## src/rtl/mem_access_unit_pkg.sv

```systemverilog
// Shared CPU definitions for the MEM stage: writeback select
// encodings, memory-access FSM states and the writeback mux.
package mem_access_unit_pkg;

    localparam logic [1:0] WESL_ALU  = 2'b00;
    localparam logic [1:0] WESL_LOAD = 2'b01;
    localparam logic [1:0] WESL_PC4  = 2'b10;

    typedef enum logic [1:0] {
        ST_IDLE = 2'b00,
        ST_BUSY = 2'b01,
        ST_DONE = 2'b10
    } mau_state_e;

    function automatic logic [31:0] wb_select(
        input logic [1:0]  wesl,
        input logic [31:0] alu,
        input logic [31:0] pc4,
        input logic [31:0] ld
    );
        case (wesl)
            WESL_LOAD: wb_select = ld;
            WESL_PC4:  wb_select = pc4;
            default:   wb_select = alu;
        endcase
    endfunction

endpackage

```

## src/rtl/mem_access_unit_mem_wb.sv

```systemverilog
// MEM/WB pipeline register with the writeback data mux.
// A stalled edge injects a bubble and keeps the last wr/wd.
module mem_wb_reg
    import mem_access_unit_pkg::*;
(
    input  logic        clk,
    input  logic        rst_n,
    input  logic        stall_i,
    input  logic        mem_valid_i,
    input  logic        mem_we_i,
    input  logic [4:0]  mem_wr_i,
    input  logic [1:0]  mem_rf_wesl_i,
    input  logic [31:0] mem_aluC_i,
    input  logic [31:0] mem_pc4_i,
    input  logic [31:0] ld_data_i,
    output logic        wb_valid_o,
    output logic        wb_we_o,
    output logic [4:0]  wb_wr_o,
    output logic [31:0] wb_wd_o
);

    always_ff @(posedge clk or negedge rst_n) begin
        if (!rst_n) begin
            wb_valid_o <= 1'b0;
            wb_we_o    <= 1'b0;
            wb_wr_o    <= 5'd0;
            wb_wd_o    <= 32'd0;
        end else if (stall_i) begin
            wb_valid_o <= 1'b0;
            wb_we_o    <= 1'b0;
        end else begin
            wb_valid_o <= mem_valid_i;
            wb_we_o    <= mem_valid_i & mem_we_i;
            wb_wr_o    <= mem_wr_i;
            wb_wd_o    <= wb_select(mem_rf_wesl_i, mem_aluC_i,
                                    mem_pc4_i, ld_data_i);
        end
    end

endmodule

```

## src/rtl/mem_access_unit.sv

```systemverilog
// MEM stage: blocking data-memory access FSM (IDLE/BUSY/DONE)
// that freezes the front of the pipeline until dram_ack.
module mem_access_unit
    import mem_access_unit_pkg::*;
(
    input  logic        clk,
    input  logic        rst_n,
    input  logic        mem_valid,
    input  logic [31:0] mem_rd2,
    input  logic [1:0]  mem_rf_wesl,
    input  logic [31:0] mem_pc4,
    input  logic [31:0] mem_aluC,
    input  logic        mem_dram_we,
    input  logic [4:0]  mem_wr,
    input  logic        mem_we,
    output logic        dram_req,
    output logic        dram_we,
    output logic [31:0] dram_addr,
    output logic [31:0] dram_wdata,
    input  logic        dram_ack,
    input  logic [31:0] dram_rdata,
    output logic        stall,
    output logic        wb_valid,
    output logic        wb_we,
    output logic [4:0]  wb_wr,
    output logic [31:0] wb_wd
);

    mau_state_e  state_q;
    logic [31:0] addr_q;
    logic [31:0] wdata_q;
    logic        we_q;
    logic [31:0] rdata_q;
    logic        access;
    logic        busy;

    assign access = mem_valid &
                    (mem_dram_we | (mem_rf_wesl == WESL_LOAD));
    assign busy   = (state_q == ST_BUSY);

    always_ff @(posedge clk or negedge rst_n) begin
        if (!rst_n) begin
            state_q <= ST_IDLE;
            addr_q  <= 32'd0;
            wdata_q <= 32'd0;
            we_q    <= 1'b0;
            rdata_q <= 32'd0;
        end else begin
            case (state_q)
                ST_IDLE: if (access) begin
                    addr_q  <= mem_aluC;
                    wdata_q <= mem_rd2;
                    we_q    <= mem_dram_we;
                    state_q <= ST_BUSY;
                end
                ST_BUSY: if (dram_ack) begin
                    rdata_q <= dram_rdata;
                    state_q <= ST_DONE;
                end
                ST_DONE: state_q <= ST_IDLE;
                default: state_q <= ST_IDLE;
            endcase
        end
    end

    // reset gates stall so a held access cannot freeze the pipe in reset
    assign stall = rst_n &
                   (((state_q == ST_IDLE) & access) | busy);

    assign dram_req   = busy;
    assign dram_we    = busy & we_q;
    assign dram_addr  = busy ? addr_q  : 32'd0;
    assign dram_wdata = busy ? wdata_q : 32'd0;

    mem_wb_reg u_mem_wb (
        .clk          (clk),
        .rst_n        (rst_n),
        .stall_i      (stall),
        .mem_valid_i  (mem_valid),
        .mem_we_i     (mem_we),
        .mem_wr_i     (mem_wr),
        .mem_rf_wesl_i(mem_rf_wesl),
        .mem_aluC_i   (mem_aluC),
        .mem_pc4_i    (mem_pc4),
        .ld_data_i    (rdata_q),
        .wb_valid_o   (wb_valid),
        .wb_we_o      (wb_we),
        .wb_wr_o      (wb_wr),
        .wb_wd_o      (wb_wd)
    );

endmodule

```

## config.mk

```make
export PLATFORM = sky130hd
export DESIGN_NAME = mem_access_unit
export DESIGN_NICKNAME = d
export VERILOG_FILES = /design/src/rtl/mem_access_unit_pkg.sv /design/src/rtl/mem_access_unit_mem_wb.sv /design/src/rtl/mem_access_unit.sv
export SDC_FILE = /design/constraint.sdc
export NUM_CORES = 1
export LEC_CHECK = 0
export BUFFER_PORTS_ARGS = -buffer_cell sky130_fd_sc_hd__buf_2
export CAP_MARGIN = 5
export CORE_MARGIN = 2
export CORE_UTILIZATION = 44
export CTS_CLUSTER_SIZE = 8
export DETAILED_ROUTE_END_ITERATION = 8
export PLACE_DENSITY = 0.75
export SLEW_MARGIN = 20
export SYNTH_ARGS = -nofsm -noshare
export SYNTH_HDL_FRONTEND = slang
export SYNTH_SLANG_ARGS = --single-unit
```

## constraint.sdc

```tcl
create_clock -name clk -period 1.6 [get_ports clk]
set_clock_uncertainty 0.15 [all_clocks]
set_input_delay 0.16 -clock clk [delete_from_list [all_inputs] [get_ports clk]]
set_output_delay 0.16 -clock clk [all_outputs]
set_load 0.05 [all_outputs]
```

## Yosys cells after proc, flatten, opt, wreduce, memory -nomap -nowiden

Cells that the tools add are included.

| word-level totals | value |
|---|---|
| word-level logic and storage cells | 33 |
| flip-flop bits (word level) | 138 |
| bits of input ports | 141 |
| output and inout bits | 106 |

| cells by class | value |
|---|---|
| equal/unequal tests | 5 |
| multiplexer cells | 8 |
| reductions and logical operators | 4 |
| bitwise operators | 7 |

Operator list:

| operator | number |
|---|---|
| 32-bit two-way mux | 2 |
| 32-bit one-hot mux with 2 select lines | 1 |
| 2-bit AND reduction | 3 |
| 1-bit bitwise AND | 5 |
| 2-bit by 1-bit == test with 1-bit output (second input constant) | 2 |
| 2-bit two-way mux | 2 |
| 2-bit != test (second input constant) | 2 |
| 2-bit one-hot mux with 2 select lines | 1 |
| 2-bit == test (second input constant) | 1 |
| 2-bit zero test | 1 |
| 1-bit two-way mux | 2 |
| 1-bit bitwise OR | 2 |

## Depth between registers and ports, before layout

Gate-level depths: netlist (run 1).

| depth | value |
|---|---|
| word-level depth | 7 |
| mapped depth | 8 |
| depth with buffers taken out | 5 |

## Hierarchy

Synthesis (run 1) repeated with hierarchy kept, for this count alone.

| second synthesis, totals | value |
|---|---|
| cell total of the unflattened synthesis | 487 |
| area, all modules | 6,663.9 um^2 |

By module, submodules not included:

| module | area each (um^2) | times used | cells an instance | seq. area each (um^2) |
|---|---|---|---|---|
| mem_access_unit | 4,226.6 | 1 | 287 | 2,477.4 |
| mem_wb_reg | 2,437.3 | 1 | 200 | 975.9 |

## Least setup slack after synthesis (run 1)

OpenSTA, ideal clock, no wires.

| timing | value |
|---|---|
| kind | register to output |
| start | reg state_q[1] |
| end | out dram_wdata[22] |
| data required time | 1.290 ns |
| arrival time | 1.730 ns |
| setup slack | -0.440 ns |
| path buffers | 1 |
| stages on the path, launching flop included | 4 |
| cells stage by stage | dfrtp_1 > and2b_1 > clkbuf_1 > and2_1 |

| between the ends | value |
|---|---|
| word-level cells in the longest chain between the ends | 2 |

Ends and longest elaborated chain:

| element | RTL line | RTL |
|---|---|---|
| start, declared | mem_access_unit.sv:29 | `mau_state_e state_q;` |
| start signal, assigned | mem_access_unit.sv:43 | `state_q <= ST_IDLE;` |
| start signal, assigned | mem_access_unit.sv:54 | `state_q <= ST_BUSY;` |
| start signal, assigned | mem_access_unit.sv:58 | `state_q <= ST_DONE;` |
| 2-bit by 1-bit == test with 1-bit output | mem_access_unit.sv:39 | `assign busy = (state_q == ST_BUSY);` |
| via dram_req | mem_access_unit.sv:16 | `output logic dram_req,` |
| 32-bit two-way mux | mem_access_unit.sv:73 | `assign dram_wdata = busy ? wdata_q : 32'd0;` |
| end, declared | mem_access_unit.sv:19 | `output logic [31:0] dram_wdata,` |

The timed path passes the listed nets, and every way through them passes these cells.

## Worst setup path after layout (run 1)

| timing | value |
|---|---|
| start | reg state_q[1] |
| end | out dram_wdata[7] |

| between the ends | value |
|---|---|
| word-level cells in the longest chain between the ends | 2 |

Ends and longest elaborated chain:

| element | RTL line |
|---|---|
| 2-bit by 1-bit == test with 1-bit output | mem_access_unit.sv:39 |
| 32-bit two-way mux | mem_access_unit.sv:73 |

No other way between the ends.

==> results.cfg, run 1 <==
[run_status]
status = complete, but fails checks
failed_checks = negative setup slack

[final_layout]
fin_cells = 1050
drive_gt1_share_pct = 57.57
utilization_pct = 72.54
multi_input_area_um2 = 2874
register_area_um2 = 3453
fillers = 909
nets = 996
finalInstanceArea_um2 = 10420
syn2layout_area_growth_pct = 62.30

[global_route]
grt_max_degree = 139
grt-ovfl-total = 0
grt_antenna_before_repair = 1
grt_pass1_vias = 5788
track_usage_pct = 25.14
grt_pass1_wl_um = 30620

[clock_network]
cts.sinks = 138
insertion_delay_ns = 0.42
cts_inserted_buffers = 17
cts_tree = built
clock-root-buffer = clkbuf_16
clk_pin_slew_ns = 0.06
htree_levels = 4
clock_path_buffers = 2

[synthesis]
synth-xor-area-share_pct = 0
synth_top_area_cell = dfrtp_1
muxShareOfSynthArea_pct = 25.77
ys_ff_latch = 138
synth-compound-area-share_pct = 6.721
synth.lib_cells_used.distinct = 23
synth_area_leaders = dfrtp_1, mux2_2, mux2_4
synth_fa_ha_area_share_pct = 0.3896
synth-simple-area-share_pct = 9.020
synth_top_family_by_area = multiplexers
avgSynthCellArea_um2 = 13.24
syn-num-nets = 628
yosysSeqAreaShare_pct = 53.77
synth_cells = 485
yosys_warnings = 0
netlist_area_um2 = 6422
synth.top_cell.area_share_pct = 53.77

[detailed_routing]
drt-total-wl_um = 20360
routed_via_density = 5.136
routedWlPerCell_um = 19.39
drt_iter0_drc = 282
ant_nets = 0
dr.pass1.iters = 5
vias = 5393
drc_errors = 0

[sta]
finalCriticalPeriod_ns = 1.982
slew_viol_final = 0
grt_setup_unrepaired = true
max_slew_margin_pct = 50.20
max_slew.worst_pin.slew_ns = 0.7470
finalWorstSetupSlack_ns = -0.3824
fmax_ghz = 0.5044
post-route-period-util_pct = 123.9
hold_viol = 0
finalSetupViolCount = 171

[power_and_ir_drop]
leakage_nw = 5.132
power.density_nw_per_um2 = 1455
ir_drop_mv = 0.7021
power.total_mw = 15.17

[setup_path]
rr_startpoint = state_q[1]
rr_endpoint = u_mem_wb.wb_wd_o[6]
r2r_cells = 8
startpoint = state_q[1]
cp.arrival_ns = 1.67
r2r_setup_slack_ns = -0.20
critPathMaxFanout = 25
startpoint_type = flip-flop
worstSetupEndpoint = dram_wdata[7]
worstSetupEndpointType = output pin
critical_path_class = flip-flop to output pin
worstPathRequired_ns = 1.29

[floorplan]
die_area_um2 = 15580
initial_core_util_pct = 44.70
die_w_um = 124.8
core-area_um2 = 14370
placementRows = 44
die_y_um = 124.8
io-pin-count = 247

[min_path]
worstHoldPathType = input port to flip-flop

[placed_design]
hpwlAfterDp_um = 11740
placed_cell_area_um2 = 8033
place_inst = 903
post-place-ws_ns = -0.2105
port_buffers = 246
globalplace.congestion = 0.8119

[job]
drv_cap = 0
==> cell type report <==
class / count / share of cell area, %
multi-input combinational: 308 / 27.57
clock inverter: 7 / 0.8642
inverter: 4 / 0.2881
sequential: 138 / 33.13
tap: 184 / 2.209
timing repair buffer: 384 / 31.20
clock buffer: 24 / 4.717
antenna: 1 / 0.02401
==> power by group <==
part / total, mW / internal [mW] / switching [mW] / leakage [nW]
clock network: 3.87 / 2.44 / 1.43 / 0.282
registers: 5.24 / 4.60 / 0.644 / 1.65
logic: 6.05 / 2.81 / 3.25 / 3.20
==> metrics by stage <==
stage	setup TNS (ns)	hold slack [ns]
2_1_floorplan	-0.8821	-0.2856
3_3_place_gp	-8.997	0.1899
3_5_place_dp	-11.92	0.2127
4_1_cts	-33.14	0.03873
5_1_grt	-45.50	0.05601
6_report	-35.76	0.05063
==> worst max-delay path, stage by stage, from the launching register on <==
cell	delay, ns
dfrtp_1	0.38
and2b_4	0.32
buf_12	0.20
and2_2	0.20
buf_8	0.15
==> routing by layer <==
metal	part of all wire [%]	track usage, %
met5	0	0
met1	40	30.06
met2	50	42.43
met3	7.3	8.204
met4	2.8	9.412
==> registers in the layout, summed over array words and instances (netlist names) <==
name	count
addr_q	32
rdata_q	32
u_mem_wb.wb_wd_o	32
wdata_q	32
u_mem_wb.wb_wr_o	5
state_q	2
u_mem_wb.wb_valid_o	1
u_mem_wb.wb_we_o	1
we_q	1
==> cells by family after synthesis <==
group           after synthesis
mux                         134
fa+ha+maj                     2
buf+inv                      39
simple gates                106
compound gates               66
flops                       138
==> how the worst min path moves through the flow <==
stage,from,to,slack [ns],cells past startpoint
after floorplan,rst_n,addr_q[0],-0.29,0
after global placement,rst_n,state_q[0],0.19,2
after detailed placement,rst_n,addr_q[16],0.21,2
after CTS,mem_pc4[6],u_mem_wb.wb_wd_o[6],0.04,4
after global routing,mem_pc4[9],u_mem_wb.wb_wd_o[9],0.06,4
final,mem_pc4[6],u_mem_wb.wb_wd_o[6],0.05,4
==> synth_stat cells (all sizes together) <==
master / instances
o21ai: 33
nor2: 1
buf: 17
a22oi: 32
mux2: 134
ha: 2
and3: 1
nor2b: 1
nand2b: 1
and2b: 1
nand2: 35
clkbuf: 18
o21a: 1
inv: 4
dfrtp: 138
and2: 66
==> timing repair <==
item,4_1_cts,5_1_grt
hold buffers,106,0
buffers inserted,4,2
cloned,2,3
endpoints found under the hold margin,273,0
pin swaps,0,1
setup endpoints to repair,75,203
resized for setup,141,50
==> layout by cell type (no fill, tap or decap), drive strengths merged <==
cell type	count
buf	275
dfrtp	138
mux2	134
dlygate4sd3	106
and2	66
nand2	35
o21ai	33
a22oi	32
clkbuf	27
inv	4
clkinv	3
bufinv	2
clkinvlp	2
ha	2
diode	1
and2b	1
o21a	1
nor2b	1
and3	1
nor2	1
nand2b	1
Note: power is estimated with default switching activity, not from simulation.
==> inputs of run 2 (changes only) <==
--- a/config.mk
+++ b/config.mk
@@ -8,10 +8,11 @@
 export BUFFER_PORTS_ARGS = -buffer_cell sky130_fd_sc_hd__buf_2
 export CAP_MARGIN = 5
 export CORE_MARGIN = 2
-export CORE_UTILIZATION = 44
+export CORE_UTILIZATION = 45
+export CTS_BUF_LIST = sky130_fd_sc_hd__clkbuf_4 sky130_fd_sc_hd__clkbuf_8
 export CTS_CLUSTER_SIZE = 8
 export DETAILED_ROUTE_END_ITERATION = 8
-export PLACE_DENSITY = 0.75
+export PLACE_DENSITY = 0.76
 export SLEW_MARGIN = 20
 export SYNTH_ARGS = -nofsm -noshare
 export SYNTH_HDL_FRONTEND = slang
==> results.cfg, run 2 (synthesis results as in run 1) <==
[clock_network]
clock_path_buffers = 2
clk_pin_slew_ns = 0.08
cts_tree = built
htree_levels = 4
cts.sinks = 138
clock-root-buffer = clkbuf_8
cts_inserted_buffers = 17
insertion_delay_ns = 0.44

[sta]
grt_setup_unrepaired = true
finalSetupViolCount = 203
post-route-period-util_pct = 124.5
hold_viol = 0
fin_tns_setup_ns = -37.59
max_slew_margin_pct = 44.88
fmax_ghz = 0.5021
finalCriticalPeriod_ns = 1.992
finalWorstSetupSlack_ns = -0.3917
slew_viol_final = 0
max_slew.worst_pin.slew_ns = 0.8268

[floorplan]
placementRows = 43
io-pin-count = 247
die_w_um = 123.5
core-area_um2 = 13930
die_area_um2 = 15240
die_y_um = 123.5
initial_core_util_pct = 46.09

[setup_path]
critical_path_class = flip-flop to output pin
max_stage_delay_ns = 0.39
critPathMaxFanout = 33
worstPathRequired_ns = 1.29
cp_cell_sequence = and2b_4, buf_12, and2_1, buf_6
crit_slowest_cell = dfrtp_1
cp.arrival_ns = 1.68
path_buf_inv = 2
startpoint_type = flip-flop
worstSetupEndpointType = output pin
critPathTopFamily = simple AND/OR/NAND/NOR gates

[detailed_routing]
topRoutingLayerUsed = met5
ant_nets = 0
routedWlPerCell_um = 21.57
met1_length_um = 8493
drt-total-wl_um = 22910
wl_met3_um = 1688
routed_via_density = 5.312
vias = 5641
drc_errors = 0
drt_iter0_drc = 321
wl_met2_um = 12140
dr.pass1.iters = 5

[placed_design]
hpwlAfterDp_um = 11700
globalplace.congestion = 0.8165
place_inst = 897
placed_cell_area_um2 = 8025
port_buffers = 246

[final_layout]
nets = 1011
fin_cells = 1062
syn2layout_area_growth_pct = 67.99
utilization_pct = 77.43
layout_commonest_cell = buf_2
layout_common_cells = buf_2, dfrtp_1, dlygate4sd3_1
drive_gt1_share_pct = 58.34
finalInstanceArea_um2 = 10790

[global_route]
grt-ovfl-total = 0
track_usage_pct = 27.73
grt_antenna_before_repair = 1
grt_max_degree = 139
grt_pass1_vias = 5952
grt_pass1_wl_um = 31660

[power_and_ir_drop]
p_int_mw = 9.752
clkPwrFrac_pct = 22.8
p_comb_share_pct = 42.5
p_seq_share_pct = 34.6
ir_drop_mv = 1.677
leakage_nw = 5.338
power_switching_share_pct = 35.93
power.density_nw_per_um2 = 1411
power.switching_mw = 5.470

[job]
drv_cap = 0

[run_status]
failed_checks = negative setup slack
status = complete, but fails checks

[min_path]
worstHoldPathType = input port to flip-flop
[run 2: cell types whose count changed in the layout (fill, tap and decap cells not counted), moves of 4 or more]
cell and change:
and2_4 -4, buf_4 -19, buf_6 +19, bufinv_16 +4, clkbuf_16 -11, clkbuf_8 +14
mux2_2 -18, mux2_4 +18
[run 2: tightest hold or removal path, cell delays in order]
cell     delay (ns)
buf_2          0.08
a22oi_1        0.07
o21ai_0        0.17
mux2_4         0.14
[run 2: cell type report]
type / count / area [µm²]
diodes: 1 / 2.502
flip-flops and latches: 138 / 3453
well taps: 180 / 225.2
clock inverters: 12 / 219.0
fillers: 818 / 3146
multi-input cells: 308 / 2965
inverters: 4 / 30.03
repair buffers: 399 / 3631
clock buffers: 20 / 262.8
[run 2: path summary, 6_finish.rpt]
kind	startpoint	to	slack, ns	cells after the start
max	state_q[1]	dram_addr[5]	-0.39	4
min	mem_pc4[16]	u_mem_wb.wb_wd_o[16]	0.05	4
max reg2reg	state_q[0]	rdata_q[1]	-0.18	6
min reg2reg	addr_q[27]	addr_q[27]	0.35	1
max in group asynchronous	rst_n	u_mem_wb.wb_wd_o[11]	0.39	3
min in group asynchronous	rst_n	rdata_q[0]	0.23	3
[run 2: power groups by stage]
| stage | clock network, mW | registers [mW] | logic (mW) |
|---|---|---|---|
| finish | 3.48 | 5.27 | 6.48 |
| global route | 3.67 | 5.36 | 6.76 |
| CTS | 3.50 | 5.16 | 5.94 |
| detailed placement | 0 | 5.20 | 4.98 |
| global placement | 0 | 5.12 | 4.87 |
| floorplan | 0 | 5.68 | 3.21 |
[run 2: routing by layer]
metal | track usage (%) | vias up
met5 | 0 | -
li1 | - | 2453
met3 | 8.625 | 49
met2 | 49.21 | 303
met4 | 10.23 | 2
met1 | 31.17 | 2834
[run 2: per-stage QoR]
| step | power (mW) | setup WS (ns) | hold WS (ns) |
|---|---|---|---|
| 3_3_place_gp | 9.989 | -0.1686 | 0.1876 |
| 5_1_grt | 15.79 | -0.4524 | 0.03266 |
| 2_1_floorplan | 8.889 | -0.02866 | -0.2856 |
| 3_5_place_dp | 10.18 | -0.2185 | 0.2007 |
| 6_report | 15.22 | -0.3917 | 0.05023 |
| 4_1_cts | 14.60 | -0.4006 | 0.003401 |
[run 2: timing repair]
item	4_1_cts	5_1_grt
gates resized for setup	182	53
gates cloned	4	10
hold buffers	109	0
setup buffers	4	6
pin swaps	2	8
hold endpoints to repair	275	0
endpoints found under the setup margin	84	198
==> inputs of run 3 (changes only) <==
--- a/config.mk
+++ b/config.mk
@@ -12,7 +12,7 @@
 export CTS_BUF_LIST = sky130_fd_sc_hd__clkbuf_4 sky130_fd_sc_hd__clkbuf_8
 export CTS_CLUSTER_SIZE = 8
 export DETAILED_ROUTE_END_ITERATION = 8
-export PLACE_DENSITY = 0.76
+export PLACE_DENSITY = 0.79
 export SLEW_MARGIN = 20
 export SYNTH_ARGS = -nofsm -noshare
 export SYNTH_HDL_FRONTEND = slang
==> results.cfg, run 3 (synthesis results as in run 1) <==
[run_status]
status = complete, but fails checks
failed_checks = negative setup slack

[clock_network]
cts.sinks = 138
clock-root-buffer = clkbuf_8
clk_pin_slew_ns = 0.07
clock_path_buffers = 2
htree_levels = 4
cts_tree = built
cts_inserted_buffers = 17
insertion_delay_ns = 0.44

[power_and_ir_drop]
p_int_mw = 9.147
ir_drop_mv = 0.7161
power.density_nw_per_um2 = 1366
p_seq_share_pct = 36.3
p_comb_share_pct = 43.2
power.switching_mw = 5.266
power.total_mw = 14.41
clkPwrFrac_pct = 20.5
power_switching_share_pct = 36.54
leakage_nw = 5.194

[final_layout]
syn2layout_area_growth_pct = 64.33
nets = 1014
finalInstanceArea_um2 = 10550
layout_commonest_cell = buf_2
fillers = 861
drive_gt1_share_pct = 57.71
layout_common_cells = buf_2, dfrtp_1, dlygate4sd3_1
register_area_um2 = 3453
multi_input_area_um2 = 2885

[global_route]
grt_pass1_vias = 6045
grt_max_degree = 139
grt_antenna_before_repair = 2
grt_pass1_wl_um = 31710
track_usage_pct = 27.97
grt-ovfl-total = 0

[sta]
max_slew.worst_pin.slew_ns = 0.8122
finalWorstSetupSlack_ns = -0.3862
hold_viol = 0
finalCriticalPeriod_ns = 1.986
fmax_ghz = 0.5035
slew_viol_final = 0
max_slew_margin_pct = 45.85
finalSetupViolCount = 187
grt_setup_unrepaired = true
post-route-period-util_pct = 124.1

[detailed_routing]
vias = 5586
ant_nets = 0
dr.pass1.iters = 5
drt-total-wl_um = 21950
drc_errors = 0
routed_via_density = 5.245
routedWlPerCell_um = 20.61
drt_iter0_drc = 279

[setup_path]
cp_cell_sequence = and2b_2, buf_12, and2_1, buf_6
rr_startpoint = state_q[1]
r2r_cells = 9
max_stage_delay_ns = 0.38
worstPathRequired_ns = 1.29
startpoint_type = flip-flop
critPathMaxFanout = 37
crit_slowest_cell = dfrtp_1
r2r_setup_slack_ns = -0.32
rr_endpoint = u_mem_wb.wb_wd_o[12]
critical_path_class = flip-flop to output pin
cp.arrival_ns = 1.68
worstSetupEndpointType = output pin

[job]
drv_cap = 0

[floorplan]
initial_core_util_pct = 46.09
core-area_um2 = 13930
die_w_um = 123.5
io-pin-count = 247
die_y_um = 123.5
placementRows = 43
die_area_um2 = 15240

[placed_design]
placed_cell_area_um2 = 8043
hpwlAfterDp_um = 11600
globalplace.congestion = 0.7837
port_buffers = 246

[min_path]
hp-start = mem_pc4[31]
worstHoldPathType = input port to flip-flop
hold_depth = 4
worstHoldEndpoint = u_mem_wb.wb_wd_o[31]
-- run 3: area by class of cell --
cell class                 count  share of cell area, %
antenna                        3                0.07113
clock buffer                  22                  2.691
clock inverter                 8                  1.138
inverter                       4                 0.2845
multi-input combinational    309                  27.34
sequential                   138                  32.72
tap                          180                  2.134
timing repair buffer         401                  33.62
-- run 3: routing by layer --
metal	vias up	wire length (µm)	GRT usage (%)
met1	2778	8116	30.54
met4	0	723	12.71
met3	59	1500	8.579
met5	-	0	0
li1	2457	-	-
met2	292	11610	49.62
-- run 3: worst max-delay path, delay by kind of cell (launching register included) --
kind / cells / cell delay [ns]
AND/OR/NAND/NOR: 2 / 0.48
flip-flops: 1 / 0.38
buffers and inverters: 2 / 0.38
-- run 3: worst max-delay path by stage --
stage                                end            from  slack, ns
floorplan                  dram_addr[23]      state_q[1]      -0.03
global placement    u_mem_wb.wb_wd_o[14]  mem_rf_wesl[1]      -0.18
detailed placement   u_mem_wb.wb_wd_o[1]  mem_rf_wesl[1]      -0.20
CTS                        dram_addr[10]      state_q[1]      -0.38
global route                dram_addr[3]      state_q[1]      -0.46
finish                      dram_addr[3]      state_q[1]      -0.39
-- run 3: power groups by stage --
stage	registers, mW	logic, mW	clock network [mW]
finish	5.23	6.23	2.95
global route	5.33	6.52	3.16
CTS	5.14	5.83	3.01
detailed placement	5.20	4.99	0
global placement	5.12	4.88	0
floorplan	5.68	3.21	0
-- run 3: timing repair --
action	4_1_cts	5_1_grt
setup buffers	5	10
hold buffers	109	0
gates cloned	4	10
endpoints found under the setup margin	91	203
pin swaps	1	4
resized for setup	148	27
endpoints found under the hold margin	275	0
-- run 3: per-stage QoR --
stage	utilization (%)	hold WS, ns	instances	worst slack, ns	setup TNS, ns
detailed placement	57.72	0.2206	896	-0.2041	-11.30
global route	75.72	0.009053	1064	-0.4588	-46.85
global placement	57.72	0.2111	896	-0.1769	-9.554
CTS	72.90	0.002858	1044	-0.3808	-34.53
floorplan	-	-0.2856	485	-0.02866	-0.8821
finish	75.74	0.01419	1065	-0.3862	-33.98
